[src/rtl/mudi_ctrl_if.sv]
// Purpose : handshake/data bundle between the EX stage and the HI/LO mult/div scheduler.
// Latency : n/a (wires only).
// Backpressure: op_ready/busy flow from the scheduler back to EX; flush aborts from EX.
//
// Ports (signals carried):
//   op_valid  EX -> ctrl   op request
//   op_mudi   EX -> ctrl   one-hot op code: [0]mult [1]multu [2]div [3]divu
//   op_src1   EX -> ctrl   rs value (multiplicand / dividend)
//   op_src2   EX -> ctrl   rt value (multiplier / divisor)
//   flush     EX -> ctrl   abort the in-flight op, no HI/LO write
//   op_ready  ctrl -> EX   scheduler idle, can accept
//   busy      ctrl -> EX   stall request while an op is in flight
//   hl_we     ctrl -> EX   one-cycle HI/LO write strobe
//   hi_wdata  ctrl -> EX   product high half or remainder
//   lo_wdata  ctrl -> EX   product low half or quotient
interface mudi_ctrl_if #(
    parameter int XLEN = 32
);
    logic            op_valid;
    logic [3:0]      op_mudi;
    logic [XLEN-1:0] op_src1;
    logic [XLEN-1:0] op_src2;
    logic            flush;
    logic            op_ready;
    logic            busy;
    logic            hl_we;
    logic [XLEN-1:0] hi_wdata;
    logic [XLEN-1:0] lo_wdata;

    // EX-stage side
    modport master (
        output op_valid, op_mudi, op_src1, op_src2, flush,
        input  op_ready, busy, hl_we, hi_wdata, lo_wdata
    );

    // Scheduler side
    modport slave (
        input  op_valid, op_mudi, op_src1, op_src2, flush,
        output op_ready, busy, hl_we, hi_wdata, lo_wdata
    );
endinterface

[src/rtl/mudi_ctrl.sv]
// Purpose : iterative HI/LO scheduler for mult/multu (shift-add) and div/divu (restoring).
// Latency : XLEN+1 cycles from accept to the hl_we cycle (1 cycle for mult/multu with MUDI_FAST_MUL_EN).
// Backpressure: op_ready=0 / busy=1 while an op is in flight; flush aborts it with no HI/LO write.
//
// Ports:
//   clk    in   rising-edge clock
//   reset  in   asynchronous, active-high reset
//   bus    mudi_ctrl_if.slave  (op_valid/op_mudi/op_src1/op_src2/flush in;
//                               op_ready/busy/hl_we/hi_wdata/lo_wdata out)
//
// Build option:
//   MUDI_FAST_MUL_EN  when defined, mult/multu complete with a single-cycle
//                     XLEN x XLEN multiply (IDLE -> DONE on accept). Divides
//                     always use the iterative path.
//
// Parameters:
//   XLEN   operand width (even, >= 8); one iteration per operand bit
//   CNT_W  iteration counter width; 2**CNT_W must exceed XLEN
module mudi_ctrl #(
    parameter int XLEN  = 32,
    parameter int CNT_W = 6
) (
    input  logic       clk,
    input  logic       reset,
    mudi_ctrl_if.slave bus
);

    typedef enum logic [1:0] {
        S_IDLE = 2'd0,
        S_CALC = 2'd1,
        S_DONE = 2'd2
    } state_t;

    // ------------------------------------------------------------------
    // State and datapath registers
    // ------------------------------------------------------------------
    state_t            r_state;
    state_t            w_state_nxt;
    logic [CNT_W-1:0]  r_cnt;
    logic [XLEN-1:0]   r_opnd;     // multiplicand magnitude, or divisor magnitude
    logic [XLEN-1:0]   r_hi;       // partial product high half, or partial remainder
    logic [XLEN-1:0]   r_lo;       // multiplier (shifting out) / dividend->quotient
    logic              r_s1;       // src1 negative (signed ops only)
    logic              r_s2;       // src2 negative (signed ops only)
    logic              r_is_div;
    logic [XLEN-1:0]   r_hi_wdata;
    logic [XLEN-1:0]   r_lo_wdata;

    // ------------------------------------------------------------------
    // Request decode
    // ------------------------------------------------------------------
    logic              w_onehot;
    logic              w_accept;
    logic              w_is_mul_in;
    logic              w_signed_in;
    logic              w_s1_in;
    logic              w_s2_in;
    logic [XLEN-1:0]   w_mag1;
    logic [XLEN-1:0]   w_mag2;
    logic              w_last;

    // A zero code or more than one set bit is simply ignored.
    assign w_onehot    = (bus.op_mudi != 4'b0000) &&
                         ((bus.op_mudi & (bus.op_mudi - 4'd1)) == 4'b0000);
    // Flush wins over a simultaneous request.
    assign w_accept    = bus.op_valid && (r_state == S_IDLE) && !bus.flush && w_onehot;
    assign w_is_mul_in = bus.op_mudi[0] | bus.op_mudi[1];
    assign w_signed_in = bus.op_mudi[0] | bus.op_mudi[2];
    assign w_s1_in     = w_signed_in & bus.op_src1[XLEN-1];
    assign w_s2_in     = w_signed_in & bus.op_src2[XLEN-1];
    // Two's-complement negate of the most negative value yields itself,
    // which read unsigned is the correct magnitude.
    assign w_mag1      = w_s1_in ? (-bus.op_src1) : bus.op_src1;
    assign w_mag2      = w_s2_in ? (-bus.op_src2) : bus.op_src2;
    assign w_last      = (r_cnt == CNT_W'(XLEN - 1));

    // ------------------------------------------------------------------
    // One iteration of each algorithm
    // ------------------------------------------------------------------
    logic [XLEN:0]     w_mul_sum;
    logic [XLEN-1:0]   w_mul_hi_nxt;
    logic [XLEN-1:0]   w_mul_lo_nxt;
    logic [XLEN:0]     w_div_shift;
    logic [XLEN:0]     w_div_diff;
    logic              w_div_ge;
    logic [XLEN-1:0]   w_div_hi_nxt;
    logic [XLEN-1:0]   w_div_lo_nxt;
    logic [XLEN-1:0]   w_hi_nxt;
    logic [XLEN-1:0]   w_lo_nxt;

    // Shift-add: add multiplicand into the high half when the multiplier LSB
    // is set, then shift the whole {carry, hi, lo} right by one. The
    // multiplier bits drain out of lo while product bits fill in from the top.
    assign w_mul_sum    = {1'b0, r_hi} + (r_lo[0] ? {1'b0, r_opnd} : {(XLEN+1){1'b0}});
    assign w_mul_hi_nxt = w_mul_sum[XLEN:1];
    assign w_mul_lo_nxt = {w_mul_sum[0], r_lo[XLEN-1:1]};

    // Restoring divide: shift the next dividend bit into the remainder, try
    // subtracting the divisor, keep the difference only if it did not borrow.
    assign w_div_shift  = {r_hi, r_lo[XLEN-1]};
    assign w_div_diff   = w_div_shift - {1'b0, r_opnd};
    assign w_div_ge     = ~w_div_diff[XLEN];
    assign w_div_hi_nxt = w_div_ge ? w_div_diff[XLEN-1:0] : w_div_shift[XLEN-1:0];
    assign w_div_lo_nxt = {r_lo[XLEN-2:0], w_div_ge};

    assign w_hi_nxt     = r_is_div ? w_div_hi_nxt : w_mul_hi_nxt;
    assign w_lo_nxt     = r_is_div ? w_div_lo_nxt : w_mul_lo_nxt;

    // ------------------------------------------------------------------
    // Final sign fix-up, applied to the result of the last iteration
    // ------------------------------------------------------------------
    logic [2*XLEN-1:0] w_prod;
    logic [2*XLEN-1:0] w_prod_signed;
    logic [XLEN-1:0]   w_res_hi;
    logic [XLEN-1:0]   w_res_lo;

    assign w_prod        = {w_hi_nxt, w_lo_nxt};
    assign w_prod_signed = (r_s1 ^ r_s2) ? (-w_prod) : w_prod;

    always_comb begin
        w_res_hi = w_prod_signed[2*XLEN-1:XLEN];
        w_res_lo = w_prod_signed[XLEN-1:0];
        if (r_is_div) begin
            // Remainder takes the dividend's sign (truncating division).
            w_res_hi = r_s1 ? (-w_hi_nxt) : w_hi_nxt;
            if (r_opnd == '0) begin
                // With a zero divisor every trial subtract succeeds, so the
                // remainder path simply shifts the dividend magnitude in; after
                // the sign fix-up above HI is the raw src1. LO is forced to
                // all ones regardless of the operand signs.
                w_res_lo = '1;
            end else begin
                w_res_lo = (r_s1 ^ r_s2) ? (-w_lo_nxt) : w_lo_nxt;
            end
        end
    end

`ifdef MUDI_FAST_MUL_EN
    // ------------------------------------------------------------------
    // Single-cycle multiply on the request operands
    // ------------------------------------------------------------------
    logic [2*XLEN-1:0] w_fast_prod;
    logic [2*XLEN-1:0] w_fast_res;

    assign w_fast_prod = w_mag1 * w_mag2;
    assign w_fast_res  = (w_s1_in ^ w_s2_in) ? (-w_fast_prod) : w_fast_prod;
`endif

    // ------------------------------------------------------------------
    // FSM: state register
    // ------------------------------------------------------------------
    always_ff @(posedge clk or posedge reset) begin
        if (reset) begin
            r_state <= S_IDLE;
        end else begin
            r_state <= w_state_nxt;
        end
    end

    // ------------------------------------------------------------------
    // FSM: next state and status outputs
    // ------------------------------------------------------------------
    logic w_op_ready;
    logic w_busy;
    logic w_hl_we;

    always_comb begin
        w_state_nxt = r_state;
        w_op_ready  = 1'b0;
        w_busy      = 1'b1;
        w_hl_we     = 1'b0;
        case (r_state)
            S_IDLE: begin
                w_op_ready = 1'b1;
                w_busy     = 1'b0;
                if (w_accept) begin
`ifdef MUDI_FAST_MUL_EN
                    w_state_nxt = w_is_mul_in ? S_DONE : S_CALC;
`else
                    w_state_nxt = S_CALC;
`endif
                end
            end
            S_CALC: begin
                if (w_last) begin
                    w_state_nxt = S_DONE;
                end
            end
            S_DONE: begin
                // A flush landing in the write cycle cancels the write.
                w_hl_we     = ~bus.flush;
                w_state_nxt = S_IDLE;
            end
            default: begin
                w_state_nxt = S_IDLE;
            end
        endcase
        if (bus.flush) begin
            w_state_nxt = S_IDLE;
        end
    end

    assign bus.op_ready = w_op_ready;
    assign bus.busy     = w_busy;
    assign bus.hl_we    = w_hl_we;
    assign bus.hi_wdata = r_hi_wdata;
    assign bus.lo_wdata = r_lo_wdata;

    // ------------------------------------------------------------------
    // Datapath registers
    // ------------------------------------------------------------------
    always_ff @(posedge clk or posedge reset) begin
        if (reset) begin
            r_cnt      <= '0;
            r_opnd     <= '0;
            r_hi       <= '0;
            r_lo       <= '0;
            r_s1       <= 1'b0;
            r_s2       <= 1'b0;
            r_is_div   <= 1'b0;
            r_hi_wdata <= '0;
            r_lo_wdata <= '0;
        end else if (w_accept) begin
            // Operands are captured only here; later port changes are ignored.
            r_cnt    <= '0;
            r_s1     <= w_s1_in;
            r_s2     <= w_s2_in;
            r_is_div <= ~w_is_mul_in;
            r_hi     <= '0;
            if (w_is_mul_in) begin
                r_opnd <= w_mag1;
                r_lo   <= w_mag2;
            end else begin
                r_opnd <= w_mag2;
                r_lo   <= w_mag1;
            end
`ifdef MUDI_FAST_MUL_EN
            if (w_is_mul_in) begin
                r_hi_wdata <= w_fast_res[2*XLEN-1:XLEN];
                r_lo_wdata <= w_fast_res[XLEN-1:0];
            end
`endif
        end else if ((r_state == S_CALC) && !bus.flush) begin
            r_cnt <= r_cnt + CNT_W'(1);
            r_hi  <= w_hi_nxt;
            r_lo  <= w_lo_nxt;
            // Write data only changes when an op actually completes, so an
            // aborted op leaves the previous HI/LO values on the outputs.
            if (w_last) begin
                r_hi_wdata <= w_res_hi;
                r_lo_wdata <= w_res_lo;
            end
        end
    end

endmodule

[src/flat_wrapper.sv]
// flat-port wrapper written by rule: the top's interface ports become plain ports
module mudi_ctrl_flat 
#(
    parameter int XLEN  = 32,
    parameter int CNT_W = 6
)
  (clk, reset, bus_op_valid, bus_op_mudi, bus_op_src1, bus_op_src2, bus_flush, bus_op_ready, bus_busy, bus_hl_we, bus_hi_wdata, bus_lo_wdata);
  mudi_ctrl_if #(.XLEN(XLEN)) bus_i ();
  input  logic clk;
  input  logic reset;
  input wire logic [$bits(bus_i.op_valid)-1:0] bus_op_valid;
  input wire logic [$bits(bus_i.op_mudi)-1:0] bus_op_mudi;
  input wire logic [$bits(bus_i.op_src1)-1:0] bus_op_src1;
  input wire logic [$bits(bus_i.op_src2)-1:0] bus_op_src2;
  input wire logic [$bits(bus_i.flush)-1:0] bus_flush;
  output wire logic [$bits(bus_i.op_ready)-1:0] bus_op_ready;
  output wire logic [$bits(bus_i.busy)-1:0] bus_busy;
  output wire logic [$bits(bus_i.hl_we)-1:0] bus_hl_we;
  output wire logic [$bits(bus_i.hi_wdata)-1:0] bus_hi_wdata;
  output wire logic [$bits(bus_i.lo_wdata)-1:0] bus_lo_wdata;
  assign bus_i.op_valid = bus_op_valid;
  assign bus_i.op_mudi = bus_op_mudi;
  assign bus_i.op_src1 = bus_op_src1;
  assign bus_i.op_src2 = bus_op_src2;
  assign bus_i.flush = bus_flush;
  assign bus_op_ready = bus_i.op_ready;
  assign bus_busy = bus_i.busy;
  assign bus_hl_we = bus_i.hl_we;
  assign bus_hi_wdata = bus_i.hi_wdata;
  assign bus_lo_wdata = bus_i.lo_wdata;
  mudi_ctrl #(.XLEN(XLEN), .CNT_W(CNT_W)) u_core (.clk(clk), .reset(reset), .bus(bus_i));
endmodule
[config.mk]
export PLATFORM = sky130hd
export DESIGN_NAME = mudi_ctrl_flat
export DESIGN_NICKNAME = d
export VERILOG_FILES = /design/src/rtl/mudi_ctrl_if.sv /design/src/rtl/mudi_ctrl.sv /design/src/flat_wrapper.sv
export SDC_FILE = /design/constraint.sdc
export NUM_CORES = 1
export LEC_CHECK = 0
export ABC_AREA = 1
export CELL_PAD_IN_SITES_DETAIL_PLACEMENT = 0
export CELL_PAD_IN_SITES_GLOBAL_PLACEMENT = 1
export CORE_MARGIN = 4
export CORE_UTILIZATION = 25
export DETAILED_ROUTE_END_ITERATION = 10
export PLACE_DENSITY_LB_ADDON = 0.1
export SYNTH_ARGS = -nofsm -noshare
export SYNTH_HDL_FRONTEND = slang
export SYNTH_SLANG_ARGS = --single-unit
[constraint.sdc]
create_clock -name clk -period 8 [get_ports clk]
set_clock_uncertainty 0.2 [all_clocks]
set_input_delay 1.2 -clock clk [delete_from_list [all_inputs] [get_ports clk]]
set_output_delay 1.2 -clock clk [all_outputs]
set_load 0.02 [all_outputs]
After elaboration in Yosys (flattened, before gate mapping)
Index checks and enable logic that the tools add are counted.
- bitwise operators: 10
- muxes and demuxes: 27
- reduce and logical (&&, ||, !) cells: 13
- add/sub/neg operators: 9
- eq/ne operators: 5
- operator list (operator ; number):
    two-way mux 32 bit ; 17
    negation 32 bit ; 4
    two-way mux 64 bit ; 1
    negation 64 bit ; 1
    adder 32 x 33 -> 33 bit ; 1
    subtractor 33 x 32 -> 33 bit ; 1
    logical NOT 32 bit ; 1
    two-way mux 6 bit ; 2
    adder 6 x 1 -> 6 bit, second input constant ; 1
    == test 6 x 5 -> 1 bit, second input constant ; 1
    two-way mux 2 bit ; 3
    != test 3 x 2 -> 1 bit, second input constant ; 2
    logical AND 1 bit ; 5
    bitwise AND 4 bit ; 1
    logical NOT 4 bit ; 1
    inverter 1 bit ; 4
    one-hot mux 2 bit (2 select lines) ; 1
    nonzero test 4 bit ; 1
    subtractor 4 x 1 -> 4 bit, second input constant ; 1
    two-way mux 1 bit ; 3
    AND reduction 3 bit ; 1
    bitwise AND 1 bit ; 2
    == test 2 x 1 -> 1 bit, second input constant ; 1
    == test 2 bit, second input constant ; 1
    6 further kinds ; 7
- logic and storage cells: 74
- bits in registers: 171
- bits of input ports: 72
- output and inout bits: 67

Logic depth before layout (Yosys ltp)
Gate-level depths: netlist of the first run.
- depth after elaboration: 8
- mapped depth: 35
- gate-level depth less buffers: 35

Worst setup path before layout of the first run
No wires, ideal clock.
- path kind: reg2reg
- from: reg u_core.r_lo[31]
- to: reg u_core.r_hi_wdata[24] (netlist: u_core.bus.hi_wdata[24])
- path slack: 4.036 ns
- clock period less this slack: 3.964 ns
- required time: 7.683 ns
- data arrival time: 3.646 ns
- stages on the path, launching flop included: 35
- cells stage by stage: dfrtp_1 > inv_1 > ha_1 > inv_1 > fa_1 > nand2_1 > nand2_1 > nand3_1 > nand2_2 > nand2_1 > nand2_2 > nand2_4 > nand3_2 > nand3_2 > nand2_1 > inv_2 > ha_1 > nand3_1 > inv_1 > nand2_1 > nor2_4 > nand2_2 > nor3_2 > nand4_1 > nand2b_4 > nor2_4 > nand2_1 > nand2_1 > nand2_1 > nor2_2 > nand2_1 > nand2_1 > nand2_1 > nand3_1 > nand2_1
- cells in the longest elaborated chain, start to end: 6
- RTL lines (item ; RTL line ; RTL):
    start: declaration ; mudi_ctrl.sv:42 ; logic [XLEN-1:0] r_lo;
    start signal: assignment ; mudi_ctrl.sv:232 ; r_lo <= w_mag2;
    start signal: assignment ; mudi_ctrl.sv:235 ; r_lo <= w_mag1;
    start signal: assignment ; mudi_ctrl.sv:246 ; r_lo <= w_lo_nxt;
    subtractor 33 x 32 -> 33 bit ; mudi_ctrl.sv:101 ; assign w_div_diff = w_div_shift - {1'b0, r_opnd};
    two-way mux 32 bit or inverter 1 bit (tied branches) ; mudi_ctrl.sv:103, mudi_ctrl.sv:102 ;
    two-way mux 32 bit, on equally long branches ; mudi_ctrl.sv:106, mudi_ctrl.sv:107 ;
    negation 64 bit or negation 32 bit (tied branches) ; mudi_ctrl.sv:118, mudi_ctrl.sv:125 ;
    two-way mux 64 bit or two-way mux 32 bit (tied branches) ; mudi_ctrl.sv:118, mudi_ctrl.sv:125 ;
    two-way mux 32 bit (*) ; mudi_ctrl.sv:123 ; if (r_is_div) begin
    end signal: assignment ; mudi_ctrl.sv:250 ; r_hi_wdata <= w_res_hi;
    end: declaration ; mudi_ctrl.sv:46 ; logic [XLEN-1:0] r_hi_wdata;
Every way passes the cells marked *; elsewhere a longest branch is shown, timed or not.
A chain may end at the register's enable or synchronous reset.

Worst setup path after layout of the first run
Ends and elaborated chain as after synthesis.

==> metrics.txt, run 1 <==
# TYPE chip_impl_metric gauge
chip_impl_info{name="run_status",value="complete, no violations"} 1
chip_impl_metric{name="post-route-period-util",unit=""} 0.647
chip_impl_metric{name="vias",unit=""} 18600
chip_impl_metric{name="synth.ff_latch_count",unit=""} 171
chip_impl_info{name="cts_root_buf",value="sky130_fd_sc_hd__clkbuf_16"} 1
chip_impl_metric{name="synth-warning-count",unit=""} 0
chip_impl_metric{name="grt_remaining_overflow",unit=""} 0
chip_impl_metric{name="dr.pass1.iters",unit=""} 5
chip_impl_metric{name="cell_area_placed",unit="sq um"} 19300
chip_impl_metric{name="finalNonFillerCells",unit=""} 3788
chip_impl_metric{name="multi_input_comb_area",unit="sq um"} 10600
chip_impl_metric{name="hold_depth",unit=""} 2
chip_impl_metric{name="cts_inserted_buffers",unit=""} 17
chip_impl_metric{name="drt-vias-per-instance",unit=""} 4.91
chip_impl_info{name="critical-path-top-cell-by-count",value="sky130_fd_sc_hd__nand2_1"} 1
chip_impl_info{name="worst-setup-path-type",value="reg -> reg"} 1
chip_impl_metric{name="detail_route.wirelength",unit="microns"} 83200
chip_impl_metric{name="area_delta_synth_final",unit="%"} 17.1
chip_impl_metric{name="maximum_number_of_pins_on_one_net_before_global_route_repair",unit=""} 148
chip_impl_info{name="cts_tree",value="built"} 1
chip_impl_info{name="critical_path.reg2reg.endpoint",value="u_core.bus.hi_wdata[24]"} 1
chip_impl_metric{name="post-place-cells",unit=""} 3756
chip_impl_metric{name="power.static_leakage",unit="uW"} 0.0103
chip_impl_metric{name="timing.final.hold_violations",unit=""} 0
chip_impl_metric{name="num-fill-cells",unit=""} 7597
chip_impl_metric{name="cts.repair_timing.setup_buffer_count",unit=""} 0
chip_impl_metric{name="postCtsHoldBufs",unit=""} 0
chip_impl_metric{name="synth_enable_flop_cells",unit=""} 0
chip_impl_metric{name="vdd.ir_drop.worst",unit="uV"} 192
chip_impl_metric{name="die_width",unit="microns"} 268
chip_impl_metric{name="final.setup.tns",unit="ns"} 0
chip_impl_metric{name="io_pins",unit=""} 139
chip_impl_metric{name="clk_path_buf_depth",unit=""} 2
chip_impl_metric{name="r2r_slack",unit="ns"} 2.82
chip_impl_metric{name="drive_above_1_share",unit=""} 0.0525
chip_impl_metric{name="synthesis.area_per_instance",unit="sq um"} 6.06
chip_impl_metric{name="core_area",unit="sq um"} 67200
chip_impl_metric{name="place.detailed.hpwl",unit="microns"} 67800
chip_impl_metric{name="synth_seq_area_share",unit=""} 0.252
chip_impl_info{name="hold_path.class",value="reg -> reg"} 1
chip_impl_metric{name="synth_cells",unit=""} 2800
chip_impl_metric{name="cts_repair_resize_count",unit=""} 0
chip_impl_info{name="origin_of_the_critical_flop_to_flop_path",value="u_core.r_lo[31]"} 1
chip_impl_metric{name="synth_area",unit="sq um"} 17000
chip_impl_metric{name="drc",unit=""} 0
chip_impl_metric{name="max_cap_violations",unit=""} 0
chip_impl_info{name="worst_setup_path_end_kind",value="flip-flop"} 1
chip_impl_metric{name="timing_max_transition_violations_final",unit=""} 0
chip_impl_info{name="rsz0062_at_grt",value="no"} 1
chip_impl_metric{name="period_needed",unit="ns"} 5.18
chip_impl_metric{name="drt-initial-drc-count",unit=""} 1423
chip_impl_info{name="synth_flop_cell",value="sky130_fd_sc_hd__dfrtp_1"} 1
chip_impl_metric{name="area.sequential",unit="sq um"} 4280
chip_impl_metric{name="first_global_vias",unit=""} 18700
chip_impl_info{name="min-delay-start",value="u_core.bus.hi_wdata[17]"} 1
chip_impl_metric{name="cp_slowest_stage_delay",unit="ns"} 0.40
chip_impl_metric{name="initial_antenna_violation_count",unit=""} 1
chip_impl_metric{name="clock_pin_transition_on_the_worst_setup_and_hold_timing_paths",unit="ns"} 0.08
chip_impl_metric{name="n_antenna_cell",unit=""} 0
chip_impl_metric{name="fp.dieArea",unit="sq um"} 72100
chip_impl_info{name="crit_path_top_delay_cell",value="sky130_fd_sc_hd__fa_1"} 1
chip_impl_metric{name="pwr_density_cell",unit="nW/um^2"} 416
chip_impl_metric{name="avgRoutedWirePerCell",unit="microns"} 22.0
chip_impl_metric{name="net_count_after_synthesis",unit=""} 2943
chip_impl_metric{name="synth_async_sr_flop_share",unit=""} 1.00
chip_impl_metric{name="grt.total_usage",unit=""} 0.230
chip_impl_metric{name="yosys.cell_types.count",unit=""} 57
chip_impl_metric{name="max_slew.worst_pin.slew",unit="ns"} 1.12
chip_impl_metric{name="numClockSinks",unit=""} 171
chip_impl_metric{name="antenna_left",unit=""} 0
chip_impl_metric{name="initial_cell_density_of_the_core",unit=""} 0.253
chip_impl_metric{name="worst_r2r_path_depth",unit=""} 34
chip_impl_metric{name="numPortBuffers",unit=""} 138
chip_impl_metric{name="cp.required",unit="ns"} 8.19
chip_impl_metric{name="row_count",unit=""} 95
chip_impl_metric{name="cp_data_arrival_time",unit="ns"} 5.37
chip_impl_metric{name="design.final.nets",unit=""} 3045
chip_impl_metric{name="maxClockFrequency",unit="MHz"} 193
chip_impl_info{name="hold_worst_path_end",value="u_core.bus.hi_wdata[17]"} 1
chip_impl_metric{name="finish.instance_area",unit="sq um"} 19900
chip_impl_metric{name="cts.htree.levels",unit=""} 4
chip_impl_metric{name="relSlewSlack",unit=""} 0.249
chip_impl_metric{name="grt_first_pass_wirelength",unit="microns"} 122000
chip_impl_info{name="timing.critical_path.from_type",value="flip-flop"} 1
chip_impl_metric{name="gpl.final_weighted_congestion",unit=""} 0.908
chip_impl_metric{name="clk_latency",unit="ns"} 0.51
chip_impl_metric{name="timing.final.setup_violations",unit=""} 0
chip_impl_metric{name="crit_fanout",unit=""} 12
chip_impl_metric{name="die_height",unit="microns"} 268
==> state kept, by name (all words and copies together), names as in the netlist <==
| signal | cells |
|---|---|
| u_core.bus.hi_wdata | 32 |
| u_core.bus.lo_wdata | 32 |
| u_core.r_hi | 32 |
| u_core.r_lo | 32 |
| u_core.r_opnd | 32 |
| u_core.r_cnt | 6 |
| u_core.r_state | 2 |
| u_core.r_is_div | 1 |
| u_core.r_s1 | 1 |
| u_core.r_s2 | 1 |
==> per-stage QoR <==
stage	hold slack [ns]	total power [uW]	worst slack, ns	utilization
6_report	0.279	8270	2.82	0.296
5_1_grt	0.309	9030	2.23	0.296
4_1_cts	0.289	8340	2.84	0.296
3_5_place_dp	0.269	7390	2.69	0.287
3_3_place_gp	0.270	7430	2.70	0.287
2_1_floorplan	0.280	5260	1.97	-
==> logic make-up after synthesis <==
group                      Yosys count  synth area share
and+or+nand+nor                   1518             0.382
buffers and inverters              525             0.122
AOI/OAI and AO/OA                  424             0.144
DFF                                171             0.252
xor gates and xnor gates            91            0.0470
adders and majority gates           71            0.0533
==> layer usage <==
layer,GRT usage,vias up,routed length [microns]
met2,0.408,375,41400
met1,0.298,8961,37000
met4,0.0665,0,2170
met5,0,-,0
li1,-,9190,-
met3,0.0241,73,2630
==> layout by cell type, fill, tap and decap left out, types with 15 or more instances in the layout <==
cell type                         Yosys  layout
sky130_fd_sc_hd__nand2_2             20      20
sky130_fd_sc_hd__o21ai_1             16      16
sky130_fd_sc_hd__o221ai_1            17      17
sky130_fd_sc_hd__nand2_1            850     850
sky130_fd_sc_hd__clkdlybuf4s50_1      0     138
sky130_fd_sc_hd__or2_2               18      18
sky130_fd_sc_hd__dfrtp_1            171     170
sky130_fd_sc_hd__nor2_1             265     265
sky130_fd_sc_hd__ha_1                69      69
sky130_fd_sc_hd__inv_1              432     430
sky130_fd_sc_hd__xnor2_1             24      24
sky130_fd_sc_hd__nor3_1              37      35
sky130_fd_sc_hd__nand3b_1            17      17
sky130_fd_sc_hd__a22oi_1             15      15
sky130_fd_sc_hd__a21oi_1            109     109
sky130_fd_sc_hd__xor2_1              67      67
sky130_fd_sc_hd__buf_4                3      28
sky130_fd_sc_hd__o22ai_1             42      42
sky130_fd_sc_hd__nor2_2              16      16
sky130_fd_sc_hd__clkbuf_16            0      17
sky130_fd_sc_hd__nand4_1             33      33
sky130_fd_sc_hd__nand3_1            235     235
sky130_fd_sc_hd__a31oi_1             19      19
sky130_fd_sc_hd__o21ai_0            164     164
==> how the worst max path moves through the flow <==
stage / from / endpoint / cells past startpoint
CTS: u_core.r_lo[31] / u_core.bus.hi_wdata[28] / 32
global route: u_core.r_lo[31] / u_core.bus.hi_wdata[24] / 34
finish: u_core.r_lo[31] / u_core.bus.hi_wdata[24] / 34
floorplan: reset / u_core.bus.hi_wdata[0] / 1
detailed placement: bus_op_mudi[0] / u_core.r_lo[23] / 12
global placement: bus_op_mudi[0] / u_core.r_lo[23] / 12
==> synthesized netlist by cell type, types with 8 or more instances <==
cell / count / area [sq um]
sky130_fd_sc_hd__inv_1: 432 / 1620
sky130_fd_sc_hd__nor3_1: 37 / 185
sky130_fd_sc_hd__ha_1: 69 / 863
sky130_fd_sc_hd__a22oi_1: 15 / 113
sky130_fd_sc_hd__nand3_1: 235 / 1180
sky130_fd_sc_hd__nor2_2: 16 / 100
sky130_fd_sc_hd__buf_2: 12 / 60.1
sky130_fd_sc_hd__nand2_1: 850 / 3190
sky130_fd_sc_hd__or2_2: 18 / 113
sky130_fd_sc_hd__nor2_1: 265 / 995
sky130_fd_sc_hd__buf_6: 8 / 90.1
sky130_fd_sc_hd__dfrtp_1: 171 / 4280
sky130_fd_sc_hd__xor2_1: 67 / 587
sky130_fd_sc_hd__o21ai_1: 16 / 80.1
sky130_fd_sc_hd__o22ai_1: 42 / 263
sky130_fd_sc_hd__o221ai_1: 17 / 149
sky130_fd_sc_hd__o21ai_0: 164 / 821
sky130_fd_sc_hd__clkbuf_1: 53 / 199
sky130_fd_sc_hd__a21oi_1: 109 / 546
sky130_fd_sc_hd__nand3b_1: 17 / 128
sky130_fd_sc_hd__nand2_2: 20 / 125
sky130_fd_sc_hd__xnor2_1: 24 / 210
sky130_fd_sc_hd__o211ai_1: 8 / 60.1
sky130_fd_sc_hd__nand4_1: 33 / 206
sky130_fd_sc_hd__a31oi_1: 19 / 119
==> cell type report <==
| class | instances | area share |
|---|---|---|
| multi-input cells | 2104 | 0.535 |
| flip-flops and latches | 171 | 0.216 |
| inverters | 441 | 0.0836 |
| repair buffers | 167 | 0.0811 |
| well taps | 873 | 0.0550 |
| clock buffers | 18 | 0.0221 |
| clock inverters | 14 | 0.00775 |
==> power by group <==
part / switching, uW / internal, uW / leakage (uW) / total, uW
logic: 4330 / 1680 / 0.00772 / 6010
clock network: 455 / 451 / 0.000291 / 905
registers: 282 / 1070 / 0.00226 / 1350
total: 5070 / 3200 / 0.0103 / 8270
==> worst max-delay path, delay by kind of cell, from the launching register on <==
kind                       cells  cell delay [ns]
adders and majority gates      3             0.74
DFF                            1             0.38
and+or+nand+nor               27             3.29
buffers and inverters          4             0.45
Power figures use the tool's default switching activity.
==> run 2, diff against run 1 <==
- clock period: 8 -> 4.4 ns (I/O delays scaled with it)
==> run 2 against run 1 <==
  * Hold slack worse by 0.00098 ns
  * Sequential share of layout area down 2.8 points
  * Power up 120%
  * Via count up 6.8%
  * Die area unchanged
  * Non-clock buffer count up 334
  * Largest cell class unchanged
  * Largest power group unchanged
==> metrics.txt, run 2 (synthesis gave the netlist of run 1 again) <==
# TYPE chip_impl_metric gauge
chip_impl_metric{name="vdd.ir_drop.worst",unit="uV"} 425
chip_impl_metric{name="detail_route.wirelength",unit="microns"} 87000
chip_impl_metric{name="clk_latency",unit="ns"} 0.50
chip_impl_metric{name="die_height",unit="microns"} 268
chip_impl_metric{name="maxClockFrequency",unit="MHz"} 239
chip_impl_metric{name="numClockSinks",unit=""} 171
chip_impl_metric{name="io_pins",unit=""} 139
chip_impl_metric{name="cp.required",unit="ns"} 4.63
chip_impl_metric{name="area_delta_synth_final",unit="%"} 34.4
chip_impl_metric{name="setup_slack_after_placement",unit="ns"} -0.325
chip_impl_metric{name="finalNonFillerCells",unit=""} 4123
chip_impl_info{name="cts_root_buf",value="sky130_fd_sc_hd__clkbuf_16"} 1
chip_impl_metric{name="cts.htree.levels",unit=""} 4
chip_impl_metric{name="power.static_leakage",unit="uW"} 0.0119
chip_impl_metric{name="clk_path_buf_depth",unit=""} 2
chip_impl_metric{name="cts_inserted_buffers",unit=""} 17
chip_impl_metric{name="design.final.nets",unit=""} 3379
chip_impl_metric{name="pwr_density_cell",unit="nW/um^2"} 812
chip_impl_metric{name="core_area",unit="sq um"} 67200
chip_impl_metric{name="initial_cell_density_of_the_core",unit=""} 0.253
chip_impl_metric{name="drc",unit=""} 0
chip_impl_metric{name="hold_depth",unit=""} 2
chip_impl_metric{name="max_slew.worst_pin.slew",unit="ns"} 1.21
chip_impl_metric{name="fin_ws",unit="ns"} 0.216
chip_impl_metric{name="numPortBuffers",unit=""} 138
chip_impl_metric{name="die_width",unit="microns"} 268
chip_impl_info{name="mostFrequentLayoutCells",value="832 x sky130_fd_sc_hd__nand2_1, 418 x sky130_fd_sc_hd__inv_1, 356 x sky130_fd_sc_hd__buf_4, 254 x sky130_fd_sc_hd__nor2_1, 230 x sky130_fd_sc_hd__nand3_1"} 1
chip_impl_metric{name="post-route-period-util",unit=""} 0.951
chip_impl_metric{name="cp_data_arrival_time",unit="ns"} 4.41
chip_impl_metric{name="period_needed",unit="ns"} 4.18
chip_impl_info{name="cts_tree",value="built"} 1
chip_impl_metric{name="drt-vias-per-instance",unit=""} 4.82
chip_impl_metric{name="drt-initial-drc-count",unit=""} 1536
chip_impl_metric{name="num-fill-cells",unit=""} 7438
chip_impl_metric{name="row_count",unit=""} 95
chip_impl_metric{name="postCtsHoldBufs",unit=""} 0
chip_impl_metric{name="first_global_vias",unit=""} 19800
chip_impl_metric{name="clock_pin_transition_on_the_worst_setup_and_hold_timing_paths",unit="ns"} 0.08
chip_impl_metric{name="avgRoutedWirePerCell",unit="microns"} 21.1
chip_impl_info{name="rsz0062_at_grt",value="yes"} 1
chip_impl_metric{name="initial_antenna_violation_count",unit=""} 1
chip_impl_metric{name="cp_slowest_stage_delay",unit="ns"} 0.42
chip_impl_metric{name="overall_power_of_the_completed_layout",unit="uW"} 18500
chip_impl_metric{name="dr.pass1.iters",unit=""} 6
chip_impl_info{name="timing.critical_path.from_type",value="flip-flop"} 1
chip_impl_metric{name="drive_above_1_share",unit=""} 0.170
chip_impl_info{name="hold_path.class",value="reg -> reg"} 1
chip_impl_metric{name="layout.core_utilization",unit=""} 0.340
chip_impl_metric{name="grt_remaining_overflow",unit=""} 0
chip_impl_info{name="worst-setup-path-type",value="reg -> reg"} 1
chip_impl_metric{name="gpl.final_weighted_congestion",unit=""} 0.937
chip_impl_info{name="run_status",value="complete, no violations"} 1
chip_impl_metric{name="fp.dieArea",unit="sq um"} 72100
chip_impl_metric{name="timing_max_transition_violations_final",unit=""} 0
chip_impl_metric{name="relSlewSlack",unit=""} 0.190
chip_impl_metric{name="timing.final.hold_violations",unit=""} 0
chip_impl_metric{name="maximum_number_of_pins_on_one_net_before_global_route_repair",unit=""} 83
chip_impl_metric{name="timing.final.setup_violations",unit=""} 0
chip_impl_info{name="critical-path-top-cell-by-count",value="sky130_fd_sc_hd__nand2_2"} 1
chip_impl_metric{name="post-place-cells",unit=""} 4077
chip_impl_metric{name="crit_fanout",unit=""} 3
chip_impl_metric{name="vias",unit=""} 19900
chip_impl_metric{name="worst_r2r_path_depth",unit=""} 32
chip_impl_info{name="crit_path_top_delay_cell",value="sky130_fd_sc_hd__dfrtp_1"} 1
chip_impl_metric{name="place.detailed.hpwl",unit="microns"} 72600
chip_impl_info{name="final_common_cell",value="sky130_fd_sc_hd__nand2_1"} 1
chip_impl_metric{name="final.setup.tns",unit="ns"} 0
chip_impl_metric{name="antenna_left",unit=""} 0
chip_impl_info{name="worst_setup_path_end_kind",value="flip-flop"} 1
chip_impl_metric{name="grt_first_pass_wirelength",unit="microns"} 129000
chip_impl_metric{name="max_cap_violations",unit=""} 0
chip_impl_metric{name="grt.total_usage",unit=""} 0.240
==> run 2: worst paths after layout <==
path	slack, ns	start	endpoint
min in group asynchronous	0.62	reset	u_core.r_hi[29]
worst max-delay path	0.22	u_core.r_opnd[0]	u_core.bus.hi_wdata[10]
worst min register to register	0.28	u_core.bus.hi_wdata[17]	u_core.bus.hi_wdata[17]
worst min-delay path	0.28	u_core.bus.hi_wdata[17]	u_core.bus.hi_wdata[17]
max in group asynchronous	2.47	reset	u_core.bus.lo_wdata[8]
worst max register to register	0.22	u_core.r_opnd[0]	u_core.bus.hi_wdata[10]
==> run 2: cell type report <==
class                           count  area, sq um  share of cell area
Multi-Input combinational cell   2104        11000               0.482
Sequential cell                   171         4280               0.188
Timing Repair Buffer              501         4190               0.184
Inverter                          441         1660              0.0730
Tap cell                          873         1090              0.0479
Clock buffer                       18          429              0.0188
Clock inverter                     14          148             0.00647
Antenna cell                        1         2.50            0.000110
==> run 2: where the power goes <==
part | total (uW) | leakage (uW) | internal (uW) | switching (uW)
sequential | 2340 | 0.00226 | 1950 | 399
combinational | 14600 | 0.00940 | 5510 | 9050
clock | 1610 | 0.000277 | 759 | 851
total | 18500 | 0.0119 | 8220 | 10300
==> run 2: layer usage <==
metal | GRT usage | share of wire
met5 | 0 | 0
met4 | 0.0836 | 0.035
met3 | 0.0193 | 0.031
met2 | 0.423 | 0.49
met1 | 0.310 | 0.44
==> run 2: metrics by stage <==
stage / hold slack (ns) / area (sq um)
6_report: 0.278 / 22800
3_5_place_dp: 0.266 / 21800
4_1_cts: 0.286 / 22400
3_3_place_gp: 0.268 / 21800
2_1_floorplan: 0.280 / 17000
5_1_grt: 0.301 / 22800
==> run 2: critical path: cells and delay by family (launching register included) <==
kind / cells / cell delay, ns
flops: 1 / 0.42
simple gates: 23 / 2.26
buf+inv: 5 / 0.45
compound gates: 1 / 0.23
fa+ha+maj: 3 / 0.53
==> run 2: what timing repair did <==
action,CTS,global route
buffers inserted,3,10
setup endpoints to repair,10,33
gates resized for setup,9,80
pin swaps,5,28
